File: config.mk
export PLATFORM = sky130hd
export DESIGN_NAME = sap_sequencer
export DESIGN_NICKNAME = d
export VERILOG_FILES = /design/src/rtl/sap_sequencer.sv
export SDC_FILE = /design/constraint.sdc
export NUM_CORES = 1
export LEC_CHECK = 0
export CORE_MARGIN = 4
export CORE_UTILIZATION = 41
export DETAILED_ROUTE_END_ITERATION = 10
export GPL_TIMING_DRIVEN = 1
export PLACE_DENSITY = 0.88
export SYNTH_ARGS = -nofsm -noshare
export SYNTH_HDL_FRONTEND = slang
export SYNTH_SLANG_ARGS = --single-unit
File: constraint.sdc
create_clock -name clock -period 2.39 [get_ports clock]
set_input_delay 0.239 -clock clock [delete_from_list [all_inputs] [get_ports clock]]
set_output_delay 0.239 -clock clock [all_outputs]
set_load 0.03 [all_outputs]
File: src/rtl/sap_sequencer.sv
// sap_sequencer: parametrised T-state ring and control-word decoder for the SAP CPU.
// Optional early termination of short instructions is enabled by defining SAP_SEQ_EARLY_END_EN.
module sap_sequencer #(
   parameter int CW_WIDTH     = 12,
   parameter int OPCODE_WIDTH = 4,
   parameter int NUM_T        = 6
) (
   input  logic                    clock,
   input  logic                    reset_n,
   input  logic                    run,
   input  logic [OPCODE_WIDTH-1:0] instruction,
   output logic [CW_WIDTH-1:0]     control_word,
   output logic [NUM_T-1:0]        t_state,
   output logic                    halted,
   output logic                    instr_done
);

   localparam int OP_W = (OPCODE_WIDTH > 4) ? OPCODE_WIDTH : 4;

   localparam logic [11:0] CW_NOP     = 12'h3E3;
   localparam logic [11:0] CW_T1      = 12'h5E3;
   localparam logic [11:0] CW_T2      = 12'hBE3;
   localparam logic [11:0] CW_T3      = 12'h263;
   localparam logic [11:0] CW_T4_MEM  = 12'h1A3;
   localparam logic [11:0] CW_T4_OUT  = 12'h3F2;
   localparam logic [11:0] CW_T5_LDA  = 12'h2C3;
   localparam logic [11:0] CW_T5_ALU  = 12'h2E1;
   localparam logic [11:0] CW_T6_ADD  = 12'h3C7;
   localparam logic [11:0] CW_T6_SUB  = 12'h3CF;

   logic [NUM_T-1:0] ring_r;
   logic [NUM_T-1:0] ring_next_s;
   logic             halted_r;
   logic             halted_next_s;
   logic [OP_W-1:0]  op_s;
   logic             is_lda_s;
   logic             is_add_s;
   logic             is_sub_s;
   logic             is_out_s;
   logic             is_halt_s;
   logic             active_s;
   logic             last_s;
   logic [11:0]      cw_s;

   // Zero-extend so narrow or wide opcode fields compare against the fixed opcode values
   assign op_s      = OP_W'(instruction);
   assign is_lda_s  = (op_s == OP_W'(4'd0));
   assign is_add_s  = (op_s == OP_W'(4'd1));
   assign is_sub_s  = (op_s == OP_W'(4'd2));
   assign is_out_s  = (op_s == OP_W'(4'd14));
   assign is_halt_s = (op_s == OP_W'(4'd15));

   // Stalled, halted or in reset: nothing may be loaded this cycle
   assign active_s = reset_n & run & ~halted_r;

   // Last T-state of the current instruction
   always_comb begin
      last_s = ring_r[NUM_T-1];
`ifdef SAP_SEQ_EARLY_END_EN
      if (ring_r[3] && !is_halt_s && !is_lda_s && !is_add_s && !is_sub_s) begin
         last_s = 1'b1;
      end else if (ring_r[4] && is_lda_s) begin
         last_s = 1'b1;
      end else if (ring_r[5] && (is_add_s || is_sub_s)) begin
         last_s = 1'b1;
      end else begin
         last_s = ring_r[NUM_T-1];
      end
`endif
   end

   // Control word decode from T-state and opcode (opcode ignored before T4)
   always_comb begin
      cw_s = CW_NOP;
      if (!active_s) begin
         cw_s = CW_NOP;
      end else if (ring_r[0]) begin
         cw_s = CW_T1;
      end else if (ring_r[1]) begin
         cw_s = CW_T2;
      end else if (ring_r[2]) begin
         cw_s = CW_T3;
      end else if (ring_r[3]) begin
         if (is_lda_s || is_add_s || is_sub_s) begin
            cw_s = CW_T4_MEM;
         end else if (is_out_s) begin
            cw_s = CW_T4_OUT;
         end else begin
            cw_s = CW_NOP;
         end
      end else if (ring_r[4]) begin
         if (is_lda_s) begin
            cw_s = CW_T5_LDA;
         end else if (is_add_s || is_sub_s) begin
            cw_s = CW_T5_ALU;
         end else begin
            cw_s = CW_NOP;
         end
      end else if (ring_r[5]) begin
         if (is_add_s) begin
            cw_s = CW_T6_ADD;
         end else if (is_sub_s) begin
            cw_s = CW_T6_SUB;
         end else begin
            cw_s = CW_NOP;
         end
      end else begin
         cw_s = CW_NOP;
      end
   end

   // Next ring position and sticky halt
   always_comb begin
      ring_next_s   = ring_r;
      halted_next_s = halted_r;
      if (active_s) begin
         if (ring_r[3] && is_halt_s) begin
            halted_next_s = 1'b1;
         end else if (last_s) begin
            ring_next_s = NUM_T'(1'b1);
         end else begin
            ring_next_s = {ring_r[NUM_T-2:0], ring_r[NUM_T-1]};
         end
      end else begin
         ring_next_s   = ring_r;
         halted_next_s = halted_r;
      end
   end

   // State register with asynchronous clear
   always_ff @(posedge clock or negedge reset_n) begin
      if (!reset_n) begin
         ring_r   <= NUM_T'(1'b1);
         halted_r <= 1'b0;
      end else begin
         ring_r   <= ring_next_s;
         halted_r <= halted_next_s;
      end
   end

   assign control_word = CW_WIDTH'(cw_s);
   assign t_state      = ring_r;
   assign halted       = halted_r;
   assign instr_done   = active_s & last_s;

endmodule

**Word level (Yosys, flattened, before mapping)**

Index checks and enable logic that the tools add are counted.

- Register bits after elaboration: 7
- Bits in latches: 0
- Memory bits (writable): 0
- Bits in read-only memories: 0
- Output and inout bits: 20
- Word-level logic and storage cells: 32
- Memories: 0

- Add/sub/neg operators: 0
- Multiply operators: 0
- Div/mod/pow operators: 0
- $lt $le $gt $ge: 0
- Eq/ne operators: 4
- Shift operators: 0
- Multiplexer cells: 14
- Bitwise operators: 5
- Reductions and logical operators: 7

Operator list:

| kind | number |
|---|---|
| 2-to-1 mux 12 bit | 7 |
| 2-to-1 mux 6 bit | 3 |
| 2-to-1 mux 9 bit | 2 |
| 2-to-1 mux 10 bit | 1 |
| equality test 4 bit, second input constant | 2 |
| 2-to-1 mux 5 bit | 1 |
| equality test 4 x 1 -> 1 bit, second input constant | 1 |
| equality test 4 x 2 -> 1 bit, second input constant | 1 |
| logical NOT 4 bit | 1 |
| AND reduction 2 bit | 2 |
| bitwise AND 1 bit | 3 |
| logical OR 1 bit | 3 |
| NOT 1 bit | 2 |
| logical AND 1 bit | 1 |

**Logic depth before layout (Yosys ltp)**

- Depth in word-level cells: 10
- Gate-level depth with buffers: 4

**Least setup slack after synthesis**

Ideal clock, no wire load.

- Path kind: reg-to-output
- Start: register halted_r, in the netlist halted
- End: output control_word[9]
- Data arrival time: 1.657 ns
- Required time: 2.151 ns
- Path slack: 0.494 ns
- Cell stages (with the launch flop): 5
- Buffers on the path: 1
- Cells stage by stage: dfrtp_1 -> and3b_1 -> buf_4 -> and2_1 -> a21oi_1

- Longest elaborated chain between the ends: 3

RTL lines:

| what | line | source |
|---|---|---|
| from (decl) | 33 | `logic halted_r;` |
| from (signal assigned) | 137 | `halted_r <= halted_next_s;` |
| NOT 1 bit | 54 | `assign active_s = reset_n & run & ~halted_r;` |
| bitwise AND 1 bit | 54 |  |
| 2-to-1 mux 12 bit | 75 | `if (!active_s) begin` |
| to (decl) | 12 | `output logic [CW_WIDTH-1:0] control_word,` |

No other way between the ends.

**Worst setup path in the final report**

- Start: input run
- End: output control_word[5]

- Longest elaborated chain between the ends: 3

RTL lines:

| what | line | source |
|---|---|---|
| from (decl) | 10 | `input logic run,` |
| bitwise AND 1 bit (2 in a row) | 54 |  |
| 2-to-1 mux 12 bit | 75 |  |

No other way between the ends.

==> results.toml <==
[outcome]
status = "finished clean"

[clocking]
clk_pin_slew_ps = 50
clkSinkCount = 7
cts_tree = "done"
insertion_delay_ps = 250
cts_buffers = 3
clockRootBuffer = "clkbuf_4"
cts_buffer_depth = 2
h-tree-depth = 1

[sta]
finalSetupViolCount = 0
slew_headroom_pct = 78.1
min_period_ps = 2220
postLayoutSetupSlackWorst_ps = 170
rsz0062_at_grt = "no"
worst_hold_slack_ps = 298
period_share_pct = 92.9
drv_slew = 0
max_freq_mhz = 450
hold_violations = 0
tightest_slew_ps = 327
skew_ps = 4.76
fin_tns_setup_ps = 0

[die]
die_area_sq_um = 1990
initial_core_util_pct = 46.4
fp.dieW_um = 44.6
row_count = 12
ios = 27
dieHeight_um = 44.6
fp.coreArea_sq_um = 1190

[placement]
gp_congestion = 0.789
placed_cells = 97
place_hpwl_um = 1130
place_ws_ps = 193
port_buffers = 26

[critical_path]
critPathLaunchType = "input pin"
path_max_fanout = 7
crit_top_cell = "clkdlybuf4s50_1"
critical_path_buf_inv_count = 3
worst_ep_required_time_ps = 2150
critPathMaxStageDelay_ps = 680
arrival_ps = 1980
path_cells = "clkdlybuf4s50_1 -> and3b_1 -> buf_4 -> and3_1 -> o21ai_1 -> clkdlybuf4s50_1"
cp_slowest_cell = "clkdlybuf4s50_1"
path_delay_family = "buffers and inverters"
end_kind = "primary output"
critPathKind = "in2out"

[synthesis]
synth-edff-count = 0
syn-num-nets = 61
synth_warnings = 0
netlist_area_sq_um = 551
ys_seq_elements = 7
yosys.cell_types.count = 28
synth_area_per_cell_sq_um = 10.2
synthCells = 54
yosysSeqAreaShare_pct = 32.0
async_reset_ff_share_pct = 100
synth_ff_type = "dfrtp_1"

[finish]
syn_to_final_growth_pct = 58.0
antenna_cells = 0
drive_above_1_share_pct = 26.4
finalNetCount = 95
finalNonFillerCells = 101

[global_route]
grt_pass1_wl_um = 2250
grt_max_degree = 11
grt_overflow = 0
grt_pass1_vias = 529
antenna_found_initial = 0
grt.total_usage_pct = 16.1

[routing]
wl_per_cell_um = 14.9
drtAntennaViolNets = 0
drt-total-wl_um = 1500
drt-pass1-iter-count = 4
vias = 540
drt_iter0_markers = 2
drt-vias-per-instance = 5.35
drc_errors = 0

[worst_hold_path]
hold_class = "in2async"

[power]
powerDensity_nw_per_um2 = 306
ir_drop_uv = 338
p_leak_nw = 0.375
power_w = 0.000266

[flow_run]
cap_violations = 0
## cell usage in the layout (no fill, tap or decap), drive strengths merged, types with 3 or more instances in the layout
cell	count
clkdlybuf4s50	21
buf	9
nor2b	6
dfrtp	6
mux2	5
nor3	4
nor3b	4
clkbuf	4
nor2	3
nand3	3
## synthesized netlist by cell type (2+ instances only)
master	instances	area [sq um]
mux2_4	5	75.1
nor2b_1	6	37.5
nor3b_1	3	22.5
nand4_1	2	12.5
and2_1	2	12.5
nor2_1	3	11.3
nand3_1	3	15.0
nand2_1	2	7.51
nor3_1	3	15.0
dfrtp_1	6	150
and3_1	2	12.5
## sequential cells by signal, indices dropped and copies added, names as in the netlist
register / flops
halted: 1
t_state: 6
## cell type report
class | count | area, sq um
clock buffer | 4 | 26.3
fill | 90 | 317
multi-input combinational | 45 | 359
sequential | 7 | 176
tap | 14 | 17.5
timing repair buffer | 31 | 290
## stage by stage
stage / area [sq um] / util, %
CTS: 861 / 72.6
finish: 870 / 73.3
detailed placement: 835 / 70.4
global route: 870 / 73.3
floorplan: 551 / -
global placement: 835 / 70.4
## worst paths after layout
path                            slack (ps)              end  cells after the start    start
worst max-delay path                   170  control_word[5]                      6      run
worst min-delay path                   300       t_state[3]                      2  reset_n
worst max register to register         910       t_state[5]                      4   halted
worst min register to register         510           halted                      1   halted
max in group asynchronous             1870       t_state[0]                      2  reset_n
min in group clock                     510           halted                      1   halted
## power by group
group / switching (W) / leakage, nW / internal (W)
clock network: 0.0000432 / 0.0150 / 0.0000637
registers: 0 / 0.0942 / 0.000119
logic: 0.0000203 / 0.266 / 0.0000204
total: 0.0000635 / 0.375 / 0.000203
## routing by layer
layer  global-route usage [%]  routed length (um)
met1                     17.8                 612
met2                     25.2                 760
met3                     8.54                 118
met4                     7.23                   9
met5                        0                   0
## cells by family (layout without fill, tap and decap cells)
group	count (synthesis)	after routing	synth area share, %
AOI/OAI and AO/OA	6	6	10.0
xor gates and xnor gates	1	1	1.59
buffers and inverters	2	35	3.86
DFF	7	7	32.0
muxes	5	5	13.6
and+or+nand+nor	33	33	38.9
## what timing repair did
item                       in CTS  in global routing
gates resized for setup         0                  2
setup buffers                   0                  0
hold endpoints to repair        0                  0
hold buffers                    0                  0
setup endpoints to repair       0                  1
Power figures use the tool's default switching activity.
